## config.mk

```make
export PLATFORM = sky130hd
export DESIGN_NAME = multicycle_controller
export DESIGN_NICKNAME = d
export VERILOG_FILES = /design/src/rtl/mc_pkg.sv /design/src/rtl/cond_unit.sv /design/src/rtl/multicycle_controller.sv
export SDC_FILE = /design/constraint.sdc
export NUM_CORES = 1
export LEC_CHECK = 0
export BUFFER_PORTS_ARGS = -buffer_cell sky130_fd_sc_hd__buf_2
export CAP_MARGIN = 10
export CORE_ASPECT_RATIO = 0.75
export CORE_MARGIN = 5
export CORE_UTILIZATION = 48
export DETAILED_ROUTE_END_ITERATION = 7
export PLACE_DENSITY_LB_ADDON = 0.05
export SETUP_SLACK_MARGIN = 0.05
export SKIP_LAST_GASP = 1
export SLEW_MARGIN = 20
export SYNTH_ARGS = -nofsm -noshare
export SYNTH_HDL_FRONTEND = slang
export SYNTH_HIERARCHICAL = 1
export SYNTH_SLANG_ARGS = --single-unit
```

## constraint.sdc

```tcl
create_clock -name clk -period 2.36 [get_ports clk]
set_clock_uncertainty 0.2 [all_clocks]
set_input_delay 0.118 -clock clk [delete_from_list [all_inputs] [get_ports clk]]
set_output_delay 0.118 -clock clk [all_outputs]
set_load 0.005 [all_outputs]
```

## src/rtl/mc_pkg.sv

```systemverilog
// Shared types and encodings for the multicycle controller: FSM states,
// ALU control codes, data-processing commands and condition codes.
package mc_pkg;

  typedef enum logic [3:0] {
    S_FETCH  = 4'd0,
    S_DECODE = 4'd1,
    S_MEMADR = 4'd2,
    S_MEMRD  = 4'd3,
    S_MEMWB  = 4'd4,
    S_MEMWR  = 4'd5,
    S_EXECR  = 4'd6,
    S_EXECI  = 4'd7,
    S_ALUWB  = 4'd8,
    S_BRANCH = 4'd9
  } state_e;

  localparam logic [1:0] OP_DP  = 2'b00;
  localparam logic [1:0] OP_MEM = 2'b01;
  localparam logic [1:0] OP_BR  = 2'b10;

  localparam logic [1:0] ALU_ADD = 2'b00;
  localparam logic [1:0] ALU_SUB = 2'b01;
  localparam logic [1:0] ALU_AND = 2'b10;
  localparam logic [1:0] ALU_ORR = 2'b11;

  localparam logic [3:0] CMD_AND = 4'b0000;
  localparam logic [3:0] CMD_SUB = 4'b0010;
  localparam logic [3:0] CMD_ADD = 4'b0100;
  localparam logic [3:0] CMD_CMP = 4'b1010;
  localparam logic [3:0] CMD_ORR = 4'b1100;

  localparam logic [3:0] COND_EQ = 4'b0000;
  localparam logic [3:0] COND_NE = 4'b0001;
  localparam logic [3:0] COND_CS = 4'b0010;
  localparam logic [3:0] COND_CC = 4'b0011;
  localparam logic [3:0] COND_MI = 4'b0100;
  localparam logic [3:0] COND_PL = 4'b0101;
  localparam logic [3:0] COND_VS = 4'b0110;
  localparam logic [3:0] COND_VC = 4'b0111;
  localparam logic [3:0] COND_HI = 4'b1000;
  localparam logic [3:0] COND_LS = 4'b1001;
  localparam logic [3:0] COND_GE = 4'b1010;
  localparam logic [3:0] COND_LT = 4'b1011;
  localparam logic [3:0] COND_GT = 4'b1100;
  localparam logic [3:0] COND_LE = 4'b1101;
  localparam logic [3:0] COND_AL = 4'b1110;

  // Unknown commands fall back to ADD so they still count as arithmetic.
  function automatic logic [1:0] alu_decode(input logic [3:0] cmd);
    case (cmd)
      CMD_ADD: return ALU_ADD;
      CMD_SUB: return ALU_SUB;
      CMD_CMP: return ALU_SUB;
      CMD_AND: return ALU_AND;
      CMD_ORR: return ALU_ORR;
      default: return ALU_ADD;
    endcase
  endfunction

endpackage

```

## src/rtl/cond_unit.sv

```systemverilog
// Condition unit: holds the {N,Z,C,V} flags register and evaluates the
// instruction condition against the registered flags.
module cond_unit
  import mc_pkg::*;
(
  input  logic       clk,
  input  logic       reset,
  input  logic [3:0] cond,
  input  logic [3:0] alu_flags,
  input  logic [1:0] flag_w,
  output logic       cond_ex
);

  logic [3:0] flags_q, flags_d;
  logic       n, z, c, v;

  assign {n, z, c, v} = flags_q;

  always_comb begin
    case (cond)
      COND_EQ: cond_ex = z;
      COND_NE: cond_ex = ~z;
      COND_CS: cond_ex = c;
      COND_CC: cond_ex = ~c;
      COND_MI: cond_ex = n;
      COND_PL: cond_ex = ~n;
      COND_VS: cond_ex = v;
      COND_VC: cond_ex = ~v;
      COND_HI: cond_ex = c & ~z;
      COND_LS: cond_ex = ~c | z;
      COND_GE: cond_ex = (n == v);
      COND_LT: cond_ex = (n != v);
      COND_GT: cond_ex = ~z & (n == v);
      COND_LE: cond_ex = z | (n != v);
      COND_AL: cond_ex = 1'b1;
      default: cond_ex = 1'b0;
    endcase
  end

  // flag_w[1] enables N/Z, flag_w[0] enables C/V; both need a passing condition.
  always_comb begin
    flags_d = flags_q;
    if (flag_w[1] && cond_ex) flags_d[3:2] = alu_flags[3:2];
    if (flag_w[0] && cond_ex) flags_d[1:0] = alu_flags[1:0];
  end

  always_ff @(posedge clk) begin
    if (reset) flags_q <= 4'b0000;
    else       flags_q <= flags_d;
  end

endmodule

```

## src/rtl/multicycle_controller.sv

```systemverilog
// Multicycle controller: instruction FSM, datapath control decode and write
// gating. Define MC_RETIRE_CNT_EN to add the retired_cnt instruction counter.
module multicycle_controller
  import mc_pkg::*;
(
  input  logic        clk,
  input  logic        reset,
  input  logic        mem_ready,
  input  logic [3:0]  cond,
  input  logic [1:0]  op,
  input  logic [5:0]  func,
  input  logic [3:0]  rd,
  input  logic [3:0]  ALUflags,
  output logic        PCWrite,
  output logic        IRWrite,
  output logic        MemWrite,
  output logic        RegWrite,
  output logic        AdrSrc,
  output logic        ALUSrcA,
  output logic [1:0]  ALUSrcB,
  output logic [1:0]  ResultSrc,
  output logic [1:0]  ImmSrc,
  output logic [1:0]  RegSrc,
  output logic [1:0]  ALUControl
`ifdef MC_RETIRE_CNT_EN
  ,
  output logic [31:0] retired_cnt
`endif
);

  state_e     state_q, state_d;
  logic       next_pc, reg_w, mem_w, branch, alu_op;
  logic       cond_ex, pcs;
  logic [1:0] flag_w;

  always_comb begin
    state_d = state_q;
    case (state_q)
      S_FETCH:  if (mem_ready) state_d = S_DECODE;
      S_DECODE: begin
        case (op)
          OP_MEM:  state_d = S_MEMADR;
          OP_DP:   state_d = func[5] ? S_EXECI : S_EXECR;
          OP_BR:   state_d = S_BRANCH;
          default: state_d = S_FETCH;
        endcase
      end
      S_MEMADR: state_d = func[0] ? S_MEMRD : S_MEMWR;
      S_MEMRD:  if (mem_ready) state_d = S_MEMWB;
      S_MEMWB:  state_d = S_FETCH;
      S_MEMWR:  if (mem_ready) state_d = S_FETCH;
      // CMP only sets flags, so it skips the register writeback.
      S_EXECR, S_EXECI: state_d = (func[4:1] == CMD_CMP) ? S_FETCH : S_ALUWB;
      default:  state_d = S_FETCH;
    endcase
  end

  always_ff @(posedge clk) begin
    if (reset) state_q <= S_FETCH;
    else       state_q <= state_d;
  end

  always_comb begin
    next_pc   = 1'b0;
    IRWrite   = 1'b0;
    reg_w     = 1'b0;
    mem_w     = 1'b0;
    branch    = 1'b0;
    alu_op    = 1'b0;
    AdrSrc    = 1'b0;
    ALUSrcA   = 1'b0;
    ALUSrcB   = 2'b00;
    ResultSrc = 2'b00;
    case (state_q)
      S_FETCH: begin
        ALUSrcA   = 1'b1;
        ALUSrcB   = 2'b10;
        ResultSrc = 2'b10;
        IRWrite   = mem_ready;
        next_pc   = mem_ready;
      end
      S_DECODE: begin
        ALUSrcA   = 1'b1;
        ALUSrcB   = 2'b10;
        ResultSrc = 2'b10;
      end
      S_MEMADR: ALUSrcB = 2'b01;
      S_MEMRD:  AdrSrc  = 1'b1;
      S_MEMWB: begin
        ResultSrc = 2'b01;
        reg_w     = 1'b1;
      end
      S_MEMWR: begin
        AdrSrc = 1'b1;
        mem_w  = 1'b1;
      end
      S_EXECR:  alu_op = 1'b1;
      S_EXECI: begin
        ALUSrcB = 2'b01;
        alu_op  = 1'b1;
      end
      S_ALUWB:  reg_w = 1'b1;
      S_BRANCH: begin
        ALUSrcB   = 2'b01;
        ResultSrc = 2'b10;
        branch    = 1'b1;
      end
      default: ;
    endcase
  end

  assign ALUControl = alu_op ? alu_decode(func[4:1]) : ALU_ADD;
  assign ImmSrc     = op;
  assign RegSrc     = {op == OP_MEM, op == OP_BR};

  // Logical ops (ALUControl[1]=1) leave C and V untouched.
  assign flag_w = {alu_op & func[0], alu_op & func[0] & ~ALUControl[1]};

  cond_unit u_cond_unit (
    .clk       (clk),
    .reset     (reset),
    .cond      (cond),
    .alu_flags (ALUflags),
    .flag_w    (flag_w),
    .cond_ex   (cond_ex)
  );

  assign pcs      = ((rd == 4'd15) & reg_w) | branch;
  assign PCWrite  = (pcs & cond_ex) | next_pc;
  assign RegWrite = reg_w & cond_ex;
  assign MemWrite = mem_w & cond_ex;

`ifdef MC_RETIRE_CNT_EN
  logic [31:0] retired_cnt_q, retired_cnt_d;

  always_comb begin
    retired_cnt_d = retired_cnt_q;
    if (state_d == S_FETCH && state_q != S_FETCH) retired_cnt_d = retired_cnt_q + 32'd1;
  end

  always_ff @(posedge clk) begin
    if (reset) retired_cnt_q <= 32'd0;
    else       retired_cnt_q <= retired_cnt_d;
  end

  assign retired_cnt = retired_cnt_q;
`endif

endmodule

```

==> out/results.txt <==
reported max-cap violation count: 0
Worst slew margin: 0.619
fraction of post-synthesis cell area in the top cell type by area: 0.162
clock tree from TritonCTS: done
number of remaining DRC errors: 0
synthesized area per cell: 7.96 µm²
H-tree lvl count: 1
cell depth of the worst min-delay path: 3
number of enable flip-flop cells after synthesis: 0
setup slack after layout: -0.0434 ns
Max VDD drop: 350 µV
wire length of the first global-routing pass: 4240 µm
Hold Violations, Final: 0
P&R area growth vs syn: 26.4%
FMAX: 416 MHz
critical path start-end classification: flop to output pin
Syn Inst Count: 124
clock-pin transition on the worst setup and hold timing paths: 0.08 ns
DRT Pass-1 Iters: 4
area of the mapped netlist: 987 µm²
share of total power in sequential cells: 0.353
die outline height: 49.3 µm
critical-path maximum fanout: 8
total half-perimeter wirelength after legalization and detailed placement: 2020 µm
largest buffer count on any clock path: 2
critical path buffer and inverter count: 1
number of max-slew violations in the final report: 0
Ant. Diodes: 0
vias in the first global route: 971
arrival time of data at the critical path endpoint: 2.09 ns
CP delay by family, top: simple AND/OR/NAND/NOR gates
r2r worst-path depth: 4
cell types with the largest area share after synthesis: dfxtp_1, mux2i_1, nand2b_1, o31ai_4, nor2_1
Placement Rows: 14
most frequent cells after synthesis: nor2_1, nand2b_1, dfxtp_1, mux2i_1, nor2b_1
unrepaired setup endpoints after global routing: yes
count of distinct cell types in the synthesized netlist: 49
Hold Crit Class: input port to flop
GRT Resource Usage Total: 0.170
count of nets left with antenna violations after detail routing: 0
worst setup path start: u_cond_unit/flags_q[3]$_SDFFE_PP0P_
Nets: 187
total negative setup slack: -0.0434 ns
share of post-route cells with drive strength above 1: 0.340
core area: 1980 µm²
root cell of the clock tree: clkbuf_4
grt ovf: 0
Crit path largest cell delay: 0.41 ns
startpoint of the lowest-slack register-to-register path: state_q[3]$_SDFFE_PP0P_
R2R Path End: state_q[2]$_SDFFE_PP0P_
clock sink count: 8
Yosys top cell by area: dfxtp_1
Final Wtd Congestion: 0.809
instance count on the critical path: 8
sequential area share after synthesis: 0.162
register bit total from synthesis: 8
slew of the pin with the lowest slew margin: 0.557 ns
LEAKAGE: 0.595 nW
Setup-failing EPs final: 1
most repeated cell in the gate-level netlist after synthesis: nor2_1
ports placed on the boundary: 39
starting DRC count in detailed routing: 29
synth warn: 6
total via count after detailed routing: 1,071
input/output buffers: 38
cells traversed along the worst timing path: and4bb_1 -> a2bb2oi_1 -> a21boi_1 -> or3_4 -> and3_1 -> a21oi_1 -> o2bb2ai_1 -> buf_2
kind of launch point of the worst setup path: flop
average via count per standard cell: 5.76
outcome: finished, violations left
CP max stage cell: or3_4
async set-or-reset flop fraction in the synthesized netlist: 0
violations in the final reports: negative setup slack
FILL cells: 175
register-to-register setup slack: 0.46 ns
power per standard cell area: 351 nW/µm²
Die ar.: 3070 µm²
endpoint required time on the critical path: 2.04 ns
post-route fraction of the period consumed by the critical path: 1.02
post-detailed-routing wire length: 2660 µm
largest net degree at the start of global routing: 16
time the final worst path needs with I/O delays and setup: 2.40 ns
net switching share of the total power: 0.364
Die Span X: 62.4 µm
Initial Utilization: 0.499
overall power consumption: 0.000437 W
syn nets: 147
clock insertion delay at the later pin of the skew report: 0.28 ns
dominant register cell in the synthesized netlist: dfxtp_1
number of antenna violations at the first check in global routing: 0
kind of capture point of the worst setup path: output pin
number of buffers created by CTS: 3
share of total power in combinational logic: 0.370
critical path capture point: PCWrite
clock share of power: 0.276
cell-internal power: 0.000278 W
switching power summed over all nets: 0.000159 W
Avg WL per Cell: 14.3 µm
-- logic make-up (layout without fill, tap and decap cells) --
group                  after synthesis  after routing  share of synthesized area
multiplexers                         8              8                     0.0824
AO/OA/AOI/OAI                       23             23                      0.205
buffers and inverters               14             52                     0.0925
flip-flops                           8              8                      0.162
XOR/XNOR                             5              5                     0.0444
AND/OR/NAND/NOR                     66             66                      0.413
-- metal layers --
layer / global-route usage / vias to the layer above / share of wire
met5: 0 / - / 0
met4: 0.0530 / 0 / 0.0098
met3: 0.0576 / 6 / 0.083
met2: 0.259 / 52 / 0.43
met1: 0.225 / 480 / 0.48
li1: - / 533 / -
-- worst min path at each step --
stage           startpoint                             endpoint  slack [ns]
3_5_place_dp   ALUflags[2]  u_cond_unit/flags_q[2]$_SDFFE_PP0P_        0.18
6_report         mem_ready              state_q[2]$_SDFFE_PP0P_        0.03
4_1_cts          mem_ready              state_q[2]$_SDFFE_PP0P_        0.04
2_1_floorplan        reset              state_q[0]$_SDFFE_PP0P_       -0.02
5_1_grt          mem_ready              state_q[2]$_SDFFE_PP0P_        0.08
3_3_place_gp   ALUflags[0]  u_cond_unit/flags_q[0]$_SDFFE_PP0P_        0.18
-- power by group through the flow --
| stage | Sequential, W | Combinational [W] | Clock (W) |
|---|---|---|---|
| after floorplan | 0.000146 | 0.000116 | 0 |
| after global placement | 0.000159 | 0.000150 | 0 |
| after detailed placement | 0.000159 | 0.000153 | 0 |
| after CTS | 0.000155 | 0.000160 | 0.000119 |
| after global routing | 0.000155 | 0.000179 | 0.000124 |
| final | 0.000155 | 0.000162 | 0.000121 |
-- state kept, by name, summed over array words and instances, names as in the netlist --
| signal | cells |
|---|---|
| state_q | 4 |
| u_cond_unit/flags_q | 4 |
-- what timing repair did --
action / 4_1_cts / 5_1_grt
pin swaps: 1 / 2
hold endpoints to repair: 7 / 0
endpoints found under the setup margin: 2 / 2
hold buffers: 5 / 0
gates resized for setup: 5 / 2
setup buffers: 0 / 0
-- layout by cell type, fill, tap and decap left out, types with 3 or more instances in the layout --
| master | netlist | routed |
|---|---|---|
| clkbuf_4 | 0 | 3 |
| mux2i_1 | 7 | 7 |
| nand2b_1 | 9 | 9 |
| dfxtp_1 | 8 | 6 |
| nand2_1 | 4 | 4 |
| buf_2 | 2 | 38 |
| o21ai_0 | 3 | 3 |
| nor2_1 | 11 | 11 |
| nor3_1 | 5 | 5 |
| inv_1 | 3 | 3 |
| a21oi_1 | 4 | 4 |
| and3_1 | 5 | 5 |
| nor2b_1 | 6 | 6 |
| dlygate4sd3_1 | 0 | 5 |
-- worst register-to-register path: stages, from the launching register on --
cell and delay (ns):
dfxtp_1 0.46, and2b_1 0.33, nand3_1 0.10, a2111oi_0 0.57, a21o_1 0.19
-- cell type report --
cell class / count / area (µm²) / share of cell area
timing repair buffer: 45 / 255 / 0.205
inverter: 4 / 17.5 / 0.0140
tap: 24 / 30.0 / 0.0241
sequential: 8 / 168 / 0.134
multi-input combinational: 102 / 754 / 0.605
clock buffer: 3 / 22.5 / 0.0181
-- metrics by stage --
step	util	instances	area (µm²)	setup slack, ns	hold slack [ns]
after detailed placement	0.580	178	1150	0.136	0.184
after global routing	0.630	186	1250	-0.146	0.0753
after floorplan	-	124	987	0.316	-0.0174
final	0.630	186	1250	-0.0434	0.0267
after CTS	0.626	186	1240	-0.0528	0.0387
after global placement	0.580	178	1150	0.194	0.179
Power figures use the tool's default switching activity.
